[config.mk]
export PLATFORM = sky130hd
export DESIGN_NAME = btb_assoc
export DESIGN_NICKNAME = d
export VERILOG_FILES = /design/src/rtl/btb_pkg.sv /design/src/rtl/btb_plru.sv /design/src/rtl/btb_assoc.sv
export SDC_FILE = /design/constraint.sdc
export NUM_CORES = 1
export LEC_CHECK = 0
export CAP_MARGIN = 0
export CORE_AREA = 2 2 333 335
export CTS_BUF_LIST = sky130_fd_sc_hd__clkbuf_8
export DETAILED_ROUTE_END_ITERATION = 6
export DIE_AREA = 0 0 335 337
export DONT_BUFFER_PORTS = 1
export PLACE_DENSITY = 0.5
export SYNTH_ARGS = -nofsm -noshare
export SYNTH_HDL_FRONTEND = slang
export SYNTH_SLANG_ARGS = --single-unit
[constraint.sdc]
create_clock -name clk -period 14.2 [get_ports clk]
set_clock_uncertainty 0.05 [all_clocks]
set_input_delay 1.42 -clock clk [delete_from_list [all_inputs] [get_ports clk]]
set_output_delay 1.42 -clock clk [all_outputs]
set_load 0.03 [all_outputs]
[src/rtl/btb_pkg.sv]
// Shared types and helpers for the set-associative branch target buffer.
// Holds the flush FSM encoding and the 2-bit direction counter update.
package btb_pkg;

    typedef enum logic [0:0] {
        BTB_IDLE  = 1'b0,
        BTB_FLUSH = 1'b1
    } btb_state_e;

    localparam logic [1:0] CNT_WEAK_T = 2'b10;
    localparam logic [1:0] CNT_MAX    = 2'b11;

    function automatic logic [1:0] cnt_sat(input logic [1:0] cnt,
                                           input logic       up);
        if (up)
            return (cnt == CNT_MAX) ? cnt : cnt + 2'd1;
        return (cnt == 2'b00) ? cnt : cnt - 2'd1;
    endfunction

endpackage

[src/rtl/btb_plru.sv]
// Tree pseudo-LRU state for a single BTB set.
// Each bit points toward the less recently used half of its subtree.
module btb_plru #(
    parameter int WAYS  = 2,
    parameter int WAY_W = (WAYS > 1) ? $clog2(WAYS) : 1
) (
    input  logic             clk,
    input  logic             rst,
    input  logic             clear,
    input  logic             touch_en,
    input  logic [WAY_W-1:0] touch_way,
    output logic [WAY_W-1:0] victim_way
);

    localparam int BITS = (WAYS > 1) ? WAYS - 1 : 1;

    logic [BITS-1:0] bits_q;
    logic [BITS-1:0] bits_d;

    generate
        if (WAYS == 4) begin : g_four
            always_comb begin
                bits_d = bits_q;
                if (touch_en) begin
                    bits_d[0] = ~touch_way[1];
                    if (touch_way[1])
                        bits_d[2] = ~touch_way[0];
                    else
                        bits_d[1] = ~touch_way[0];
                end
            end
            assign victim_way = {bits_q[0],
                                 bits_q[0] ? bits_q[2] : bits_q[1]};
        end else if (WAYS == 2) begin : g_two
            always_comb begin
                bits_d = bits_q;
                if (touch_en)
                    bits_d[0] = ~touch_way[0];
            end
            assign victim_way = bits_q[0];
        end else begin : g_one
            logic unused_touch;
            assign unused_touch = ^{touch_en, touch_way, bits_q};
            assign bits_d       = '0;
            assign victim_way   = '0;
        end
    endgenerate

    always_ff @(posedge clk or posedge rst) begin
        if (rst)
            bits_q <= '0;
        else if (clear)
            bits_q <= '0;
        else
            bits_q <= bits_d;
    end

endmodule

[src/rtl/btb_assoc.sv]
// Set-associative BTB with 2-bit direction counters and tree-PLRU.
// IF looks up combinationally; EX trains; a flush sweeps one set per cycle.
module btb_assoc
    import btb_pkg::*;
#(
    parameter int SETS  = 8,
    parameter int WAYS  = 2,
    parameter int TAG_W = 12
) (
    input  logic        clk,
    input  logic        rst,
    input  logic [31:0] pc_if,
    output logic        hit_if,
    output logic        taken_if,
    output logic [31:0] target_if,
    input  logic        update_en,
    input  logic [31:0] pc_ex,
    input  logic        taken_ex,
    input  logic [31:0] target_ex,
    input  logic        flush_req,
    output logic        flush_busy
);

    localparam int IDX_W = $clog2(SETS);
    localparam int WAY_W = (WAYS > 1) ? $clog2(WAYS) : 1;

    function automatic logic [IDX_W-1:0] hash_idx(input logic [31:0] pc);
        return pc[IDX_W+1:2] ^ pc[2*IDX_W+1:IDX_W+2];
    endfunction

    function automatic logic [TAG_W-1:0] hash_tag(input logic [31:0] pc);
        return pc[IDX_W+TAG_W+1:IDX_W+2];
    endfunction

    logic [SETS-1:0][WAYS-1:0] valid;
    logic [TAG_W-1:0]          tag_q [SETS][WAYS];
    logic [31:0]               tgt_q [SETS][WAYS];
    logic [1:0]                cnt_q [SETS][WAYS];
    logic [WAY_W-1:0]          victim [SETS];

    btb_state_e       state;
    logic [IDX_W-1:0] flush_ptr;

    logic [IDX_W-1:0] idx_if, idx_ex;
    logic [TAG_W-1:0] tag_if, tag_ex;
    logic             match_if, match_ex, inv_found;
    logic [WAY_W-1:0] way_if, way_ex, inv_way, wr_way;
    logic             upd_ok, do_hit, do_alloc;
    logic             unused_pc;

    assign unused_pc = ^{pc_if, pc_ex};

    assign idx_if = hash_idx(pc_if);
    assign tag_if = hash_tag(pc_if);
    assign idx_ex = hash_idx(pc_ex);
    assign tag_ex = hash_tag(pc_ex);

    always_comb begin
        match_if = 1'b0;
        way_if   = '0;
        for (int w = 0; w < WAYS; w++) begin
            if (valid[idx_if][w] && tag_q[idx_if][w] == tag_if) begin
                match_if = 1'b1;
                way_if   = WAY_W'(w);
            end
        end
    end

    assign flush_busy = (state == BTB_FLUSH);
    assign hit_if     = match_if & ~flush_busy;
    assign taken_if   = hit_if & cnt_q[idx_if][way_if][1];
    assign target_if  = hit_if ? tgt_q[idx_if][way_if] : 32'h0;

    // Descending scan so the lowest-numbered invalid way wins.
    always_comb begin
        match_ex  = 1'b0;
        way_ex    = '0;
        inv_found = 1'b0;
        inv_way   = '0;
        for (int w = WAYS - 1; w >= 0; w--) begin
            if (valid[idx_ex][w] && tag_q[idx_ex][w] == tag_ex) begin
                match_ex = 1'b1;
                way_ex   = WAY_W'(w);
            end
            if (!valid[idx_ex][w]) begin
                inv_found = 1'b1;
                inv_way   = WAY_W'(w);
            end
        end
    end

    assign wr_way   = match_ex  ? way_ex  :
                      inv_found ? inv_way : victim[idx_ex];
    assign upd_ok   = update_en && state == BTB_IDLE && !flush_req;
    assign do_hit   = upd_ok && match_ex;
    assign do_alloc = upd_ok && !match_ex && taken_ex;

    genvar s;
    generate
        for (s = 0; s < SETS; s++) begin : g_set
            btb_plru #(
                .WAYS  (WAYS),
                .WAY_W (WAY_W)
            ) u_plru (
                .clk        (clk),
                .rst        (rst),
                .clear      (flush_busy && flush_ptr == IDX_W'(s)),
                .touch_en   ((do_hit || do_alloc) && idx_ex == IDX_W'(s)),
                .touch_way  (wr_way),
                .victim_way (victim[s])
            );
        end
    endgenerate

    always_ff @(posedge clk or posedge rst) begin
        if (rst) begin
            state     <= BTB_IDLE;
            flush_ptr <= '0;
        end else begin
            unique case (state)
                BTB_IDLE: begin
                    if (flush_req) begin
                        state     <= BTB_FLUSH;
                        flush_ptr <= '0;
                    end
                end
                BTB_FLUSH: begin
                    if (flush_ptr == IDX_W'(SETS - 1)) begin
                        state     <= BTB_IDLE;
                        flush_ptr <= '0;
                    end else begin
                        flush_ptr <= flush_ptr + IDX_W'(1);
                    end
                end
                default: state <= BTB_IDLE;
            endcase
        end
    end

    always_ff @(posedge clk or posedge rst) begin
        if (rst) begin
            valid <= '0;
            for (int i = 0; i < SETS; i++)
                for (int w = 0; w < WAYS; w++)
                    cnt_q[i][w] <= '0;
        end else if (flush_busy) begin
            valid[flush_ptr] <= '0;
        end else if (do_alloc) begin
            valid[idx_ex][wr_way] <= 1'b1;
            cnt_q[idx_ex][wr_way] <= CNT_WEAK_T;
        end else if (do_hit) begin
            cnt_q[idx_ex][wr_way] <= cnt_sat(cnt_q[idx_ex][wr_way], taken_ex);
        end
    end

    // Tag and target are qualified by valid, so they carry no reset.
    always_ff @(posedge clk) begin
        if (do_alloc) begin
            tag_q[idx_ex][wr_way] <= tag_ex;
            tgt_q[idx_ex][wr_way] <= target_ex;
        end else if (do_hit && taken_ex) begin
            tgt_q[idx_ex][wr_way] <= target_ex;
        end
    end

endmodule

Yosys cells after proc, flatten, opt, wreduce, memory -nomap -nowiden --
Memory sizes are Yosys's and may differ from the RTL's. Cells that the tools add are included.
Storage, ports and cells: output and inout port bits 35, register bits 60, RAM bits 704, memories 2, word-level logic and storage cells 356, input port bits 101
Cells by class: muxes and demuxes 156, bitwise gates (word level) 80, add/sub/neg operators 3, reductions and logical operators 48, order comparisons 13, equal/unequal tests 20
Memories:
- tgt_q | words 8, bits a word 64, rd ports 1, clocked after memory_dff 0, wr ports 1, line btb_assoc.sv:37 | logic [31:0] tgt_q [SETS][WAYS];
- tag_q | words 8, bits a word 24, rd ports 2, clocked after memory_dff 0, wr ports 1, line btb_assoc.sv:36 | logic [TAG_W-1:0] tag_q [SETS][WAYS];
Operators by type and width (number):
- $mux 32 | 7
- $mux 64 | 2
- $mux 1 | 103
- $or 1x1->1 | 64
- $eq 12x12->1 | 4
- $mux 2 | 18
- $and 16x16->16 | 2
- $bwmux 32 | 1
- $demux 32 s1 | 1
- $mux 16 | 2
- $not 16->16 | 2
- $or 16x16->16 | 2
- $logic_and 1x1->1 | 31
- $bmux 4 s3 | 2
- $eq 3x3->1 const B | 8
- $mux 24 | 1
- $mux 4 | 5
- $reduce_bool 2->1 | 10
- $bmux 2 s3 | 2
- $demux 12 s1 | 1
- $demux 2 s3 | 2
- $demux 4 s3 | 1
- $eq 3x2->1 const B | 4
- $lt 3x4->1 const B | 3
- 30 further kinds | 42

Longest topological paths before layout --
depth in word-level cells 21, depth in mapped cells 17, mapped depth without buffers 11

Modules after synthesis --
Synthesis repeated with hierarchy kept, for this count alone.
Unflattened totals: cell total of the unflattened synthesis 1724, area total of the unflattened synthesis 32850.3 µm²
Modules (own cells, without submodules):
- btb_assoc | area each 32529.9 µm², seq. area each 22441.5 µm², instances 1, cells an instance 1692
- btb_plru | area each 40.0 µm², seq. area each 25.0 µm², instances 8, cells an instance 4

Least setup slack after synthesis --
OpenSTA, ideal clock, no wires.
kind in2out, start input pc_if[2], end output target_if[22], data arrival time 4.943 ns, cell stages on the path 11, buffers on the path 3, slack 7.787 ns, required time 12.730 ns, cells stage by stage xor2_1 -> clkbuf_1 -> buf_2 -> mux4_2 -> nand2_1 -> o21ai_0 -> a2111oi_0 -> nand4_1 -> a21oi_1 -> clkbuf_1 -> and3_1
On the way: elaborated cells on any way between the ends 18, those cells by class 2 x eq/ne; 9 x mux; 3 x bitwise; 2 x reduce/logical; 2 x memory
RTL lines:
- start, declared | line btb_assoc.sv:12 | input logic [31:0] pc_if,
- $xor 3x3->3 (*) | line btb_assoc.sv:28 | return pc[IDX_W+1:2] ^ pc[2*IDX_W+1:IDX_W+2];
- $mem_v2 8x24 or $bmux 2 s3 (tied branches)
- $eq 12x12->1 or $mux 2 (tied branches) | line btb_assoc.sv:62 | if (valid[idx_if][w] && tag_q[idx_if][w] == tag_if) begin
- $logic_and 1x1->1 | line btb_assoc.sv:62
- $mux 1 | line btb_assoc.sv:62
- $mux 1 (*) | line btb_assoc.sv:62
- $and 1x1->1 (*) | line btb_assoc.sv:70 | assign hit_if = match_if & ~flush_busy;
- via hit_if | line btb_assoc.sv:13 | output logic hit_if,
- $mux 32 (*) | line btb_assoc.sv:72 | assign target_if = hit_if ? tgt_q[idx_if][way_if] : 32'h0;
- end, declared | line btb_assoc.sv:15 | output logic [31:0] target_if,
Mark *: on every way through the listed nets, which the timed path passes. The rest lies on a longest branch. The select of a mux whose other input is x is not followed.

Worst setup path in the final report --
start input pc_if[3], end output target_if[17]
On the way: word-level cells in the longest chain between the ends 10, elaborated cells on any way between the ends 18, those cells by class 2 x eq/ne; 9 x mux; 3 x bitwise; 2 x reduce/logical; 2 x memory
Ends and longest elaborated chain (line):
- $xor 3x3->3 (*) | btb_assoc.sv:28
- $mem_v2 8x24 or $bmux 2 s3 (tied branches)
- $eq 12x12->1 or $mux 2 (tied branches) | btb_assoc.sv:62
- $logic_and 1x1->1 | btb_assoc.sv:62
- $mux 1 | btb_assoc.sv:62
- $not 1->2 (implied by the code) | btb_assoc.sv:72
- $mux 32 (implied by the code) (3 in a row) | btb_assoc.sv:72
- $mux 32 (*) | btb_assoc.sv:72
Mark *: on every way between the ends. The rest lies on a longest branch, timed or not. The select of a mux whose other input is x is not followed.

==> flow_metrics.tcl <==
set metrics [dict create \
    io_buffer_count 0 \
    drive_gt1_share_pct 26.56 \
    antenna_found_initial 2 \
    cts_resized 0 \
    gp_congestion 0.7613 \
    finalNetCount 1911 \
    start_util_pct 29.78 \
    hpwlAfterDp_um 46810 \
    min_to "cnt_q[8]" \
    worst-path-buf-inv 4 \
    m1WireLength_um 36940 \
    top_layer "met4" \
    dr_wl_met2_um 40740 \
    finalHoldViolCount 0 \
    max_clock_freq_mhz 121.9 \
    setup_viol 0 \
    grt_pass1_vias 17960 \
    yosysMostFrequentCell "edfxtp_1" \
    cts_tree "yes" \
    fillers 10380 \
    wl_met3_um 5797 \
    syn_nets 1822 \
    post-cts-setup-buffers 0 \
    maxCapViolations 0 \
    crit_top_cell "buf_4" \
    critPathKind "in -> out" \
    min_period_over_period_pct 57.79 \
    dp_cells 3094 \
    grt_remaining_overflow 0 \
    cts.sinks 764 \
    endpoint_kind "output port" \
    htreeDepth 4 \
    total_power_mw 4.886 \
    ios 136 \
    worstPathArrival_ns 6.74 \
    yosys.area.top_type "edfxtp_1" \
    clockBufferDepth 3 \
    track_usage_pct 15.16 \
    holdWs_ns 0.4436 \
    drv_slew 0 \
    crit_required_ns 12.73 \
    drt_pre_antenna_iters 5 \
    area_growth_pct 13.67 \
    die_height_um 337 \
    whs_path_depth 2 \
    synth_edf_count 704 \
    ys_types 58 \
    rsz0062_at_grt "false" \
    num_rows 122 \
    crit_chain "xor2_4, buf_12, buf_4, mux4_2, mux2i_1, xnor2_1, nor4_1, nand4_1, buf_4, buf_4, mux2i_1, nand2_1, and3_1" \
    syn_area_mm2 0.03264 \
    crit_family "buffers and inverters" \
    cts_hold_buf 0 \
    utilization_pct 33.85 \
    synth.avg_cell_area_um2 19.03 \
    vias_per_cell 5.095 \
    synthCells 1715 \
    critical_path_peak_fanout 116 \
    layoutNonFillerInstCount 3338 \
    synthTopCellsByArea "edfxtp_1, mux4_2, dfrtp_1" \
    core_mm2 0.1096 \
    r2r_start "tag_q[7][15]" \
    r2r-end "tgt_q[6][61]" \
    grt_first_pass_wirelength_um 123900 \
    avgRoutedWirePerCell_um 25.61 \
    clock_latency_ns 0.77 \
    yosysSeqAreaShare_pct 69.38 \
    timing.setup.tns_ns 0 \
    min_from "cnt_q[8]" \
    die_x_um 335 \
    tightest_slew_ns 1.172 \
    r2r_cells 9 \
    status "finished, final reports clean" \
    maxSlewHeadroom_pct 21.85 \
    synth_common_cells "edfxtp_1, mux4_2, mux2i_1, nand2_1, clkbuf_1" \
    cts_root_buf "clkbuf_8" \
    period_needed_ns 8.207 \
    yosys_most_used_dff "edfxtp_1" \
    worst_path_max_delay_cell "buf_4" \
    yosys.area.top_type_share_pct 64.78 \
    ant_nets 0 \
    leakagePower_nw 12.55 \
    start_kind "input pin" \
    peakVddDrop_mv 0.1063 \
    drc 0 \
    vias 17010 \
    yosysWarnings 0 \
    numCtsBuffers 134 \
    wl_um 85490 \
    grt_max_degree 117 \
    powerDensity_mw_per_mm2 131.7 \
    min_path_type "reg -> reg" \
    synthArstFlopShare_pct 7.853 \
    ys_ff_latch 764 \
    path_clk_slew_ns 0.06 \
    ff2ff_setup_slack_ns 8.80 \
    drtIter0Drc 1370 \
    die_area_mm2 0.1129 \
    crit_path_max_incr_delay_ns 0.96 \
]
-- report_power, final --
group | switching [mW] | internal, mW | total [mW]
clock | 0.921 | 0.943 | 1.86
sequential | 0.0329 | 2.50 | 2.53
combinational | 0.275 | 0.217 | 0.493
-- cell type report --
type / instances / area, um2 / area share [%]
inverter: 15 / 56.30 / 0.1518
sequential: 764 / 22640 / 61.03
tap: 1426 / 1784 / 4.809
timing repair buffer: 54 / 417.9 / 1.126
clock inverter: 105 / 573.1 / 1.545
clock buffer: 136 / 1872 / 5.046
antenna: 3 / 7.507 / 0.02024
multi-input combinational: 835 / 9746 / 26.27
-- metal layers --
metal	vias up	GRT usage, %
met5	-	0
met4	0	5.133
met3	138	3.911
met2	542	24.05
met1	9057	20.26
li1	7271	-
-- worst max-delay path by stage --
| stage | cells past startpoint | from | slack (ns) | endpoint |
|---|---|---|---|---|
| global placement | 12 | pc_if[5] | 5.83 | target_if[3] |
| finish | 13 | pc_if[3] | 5.99 | target_if[17] |
| CTS | 12 | pc_if[5] | 5.77 | target_if[3] |
| floorplan | 11 | pc_if[2] | 7.79 | target_if[22] |
| global route | 12 | pc_if[5] | 5.56 | target_if[26] |
| detailed placement | 12 | pc_if[5] | 5.77 | target_if[0] |
-- worst reg2reg max path, delay by kind of cell (launching register included) --
kind | cells | cell delay (ns)
XOR/XNOR | 1 | 0.11
flip-flops | 1 | 0.39
AND/OR/NAND/NOR | 3 | 2.20
multiplexers | 2 | 0.68
AO/OA/AOI/OAI | 2 | 1.07
buffers and inverters | 1 | 0.52
-- stage by stage --
step / setup slack (ns) / instance area (um2)
2_1_floorplan: 7.787 / 32640
3_3_place_gp: 5.828 / 34650
3_5_place_dp: 5.774 / 34650
4_1_cts: 5.771 / 37090
5_1_grt: 5.562 / 37090
6_report: 5.993 / 37100
-- cell families (layout without fill, tap and decap cells) --
family	after synthesis	in the layout	synth area share (%)
AO/OA/AOI/OAI	123	123	2.680
XOR/XNOR	49	49	1.384
adder cells (fa/ha/maj)	6	6	0.2300
buffers and inverters	116	310	1.549
flip-flops	764	764	69.38
multiplexers	362	362	20.27
other	0	3	0
AND/OR/NAND/NOR	295	295	4.509
-- state kept, by name, indices dropped and copies added (netlist names) --
name / count
flush_ptr: 3
tgt_q: 512
valid: 16
flush_busy: 1
tag_q: 192
cnt_q: 32
g_set.u_plru.victim_way: 8
-- cells in the final DEF (no fill, tap or decap), types with 8 or more instances in the layout --
master,synthesis,routed
mux2i_1,118,118
or3_1,8,8
nand2_1,106,106
o31ai_1,21,20
nor2_1,47,28
xnor2_1,27,25
buf_4,4,53
xor2_1,19,15
nor2_4,0,16
nor4_1,11,11
nor3_1,17,17
clkinv_1,0,35
or2_2,9,9
a32oi_1,18,18
inv_1,15,60
nor3b_1,8,8
clkbuf_8,0,136
mux4_2,236,236
and3_1,36,36
nand3_1,24,24
a21o_1,11,11
o21ai_0,43,43
dfrtp_1,60,60
edfxtp_1,704,704
clkinv_2,0,9
(Power assumes the default switching activity.)
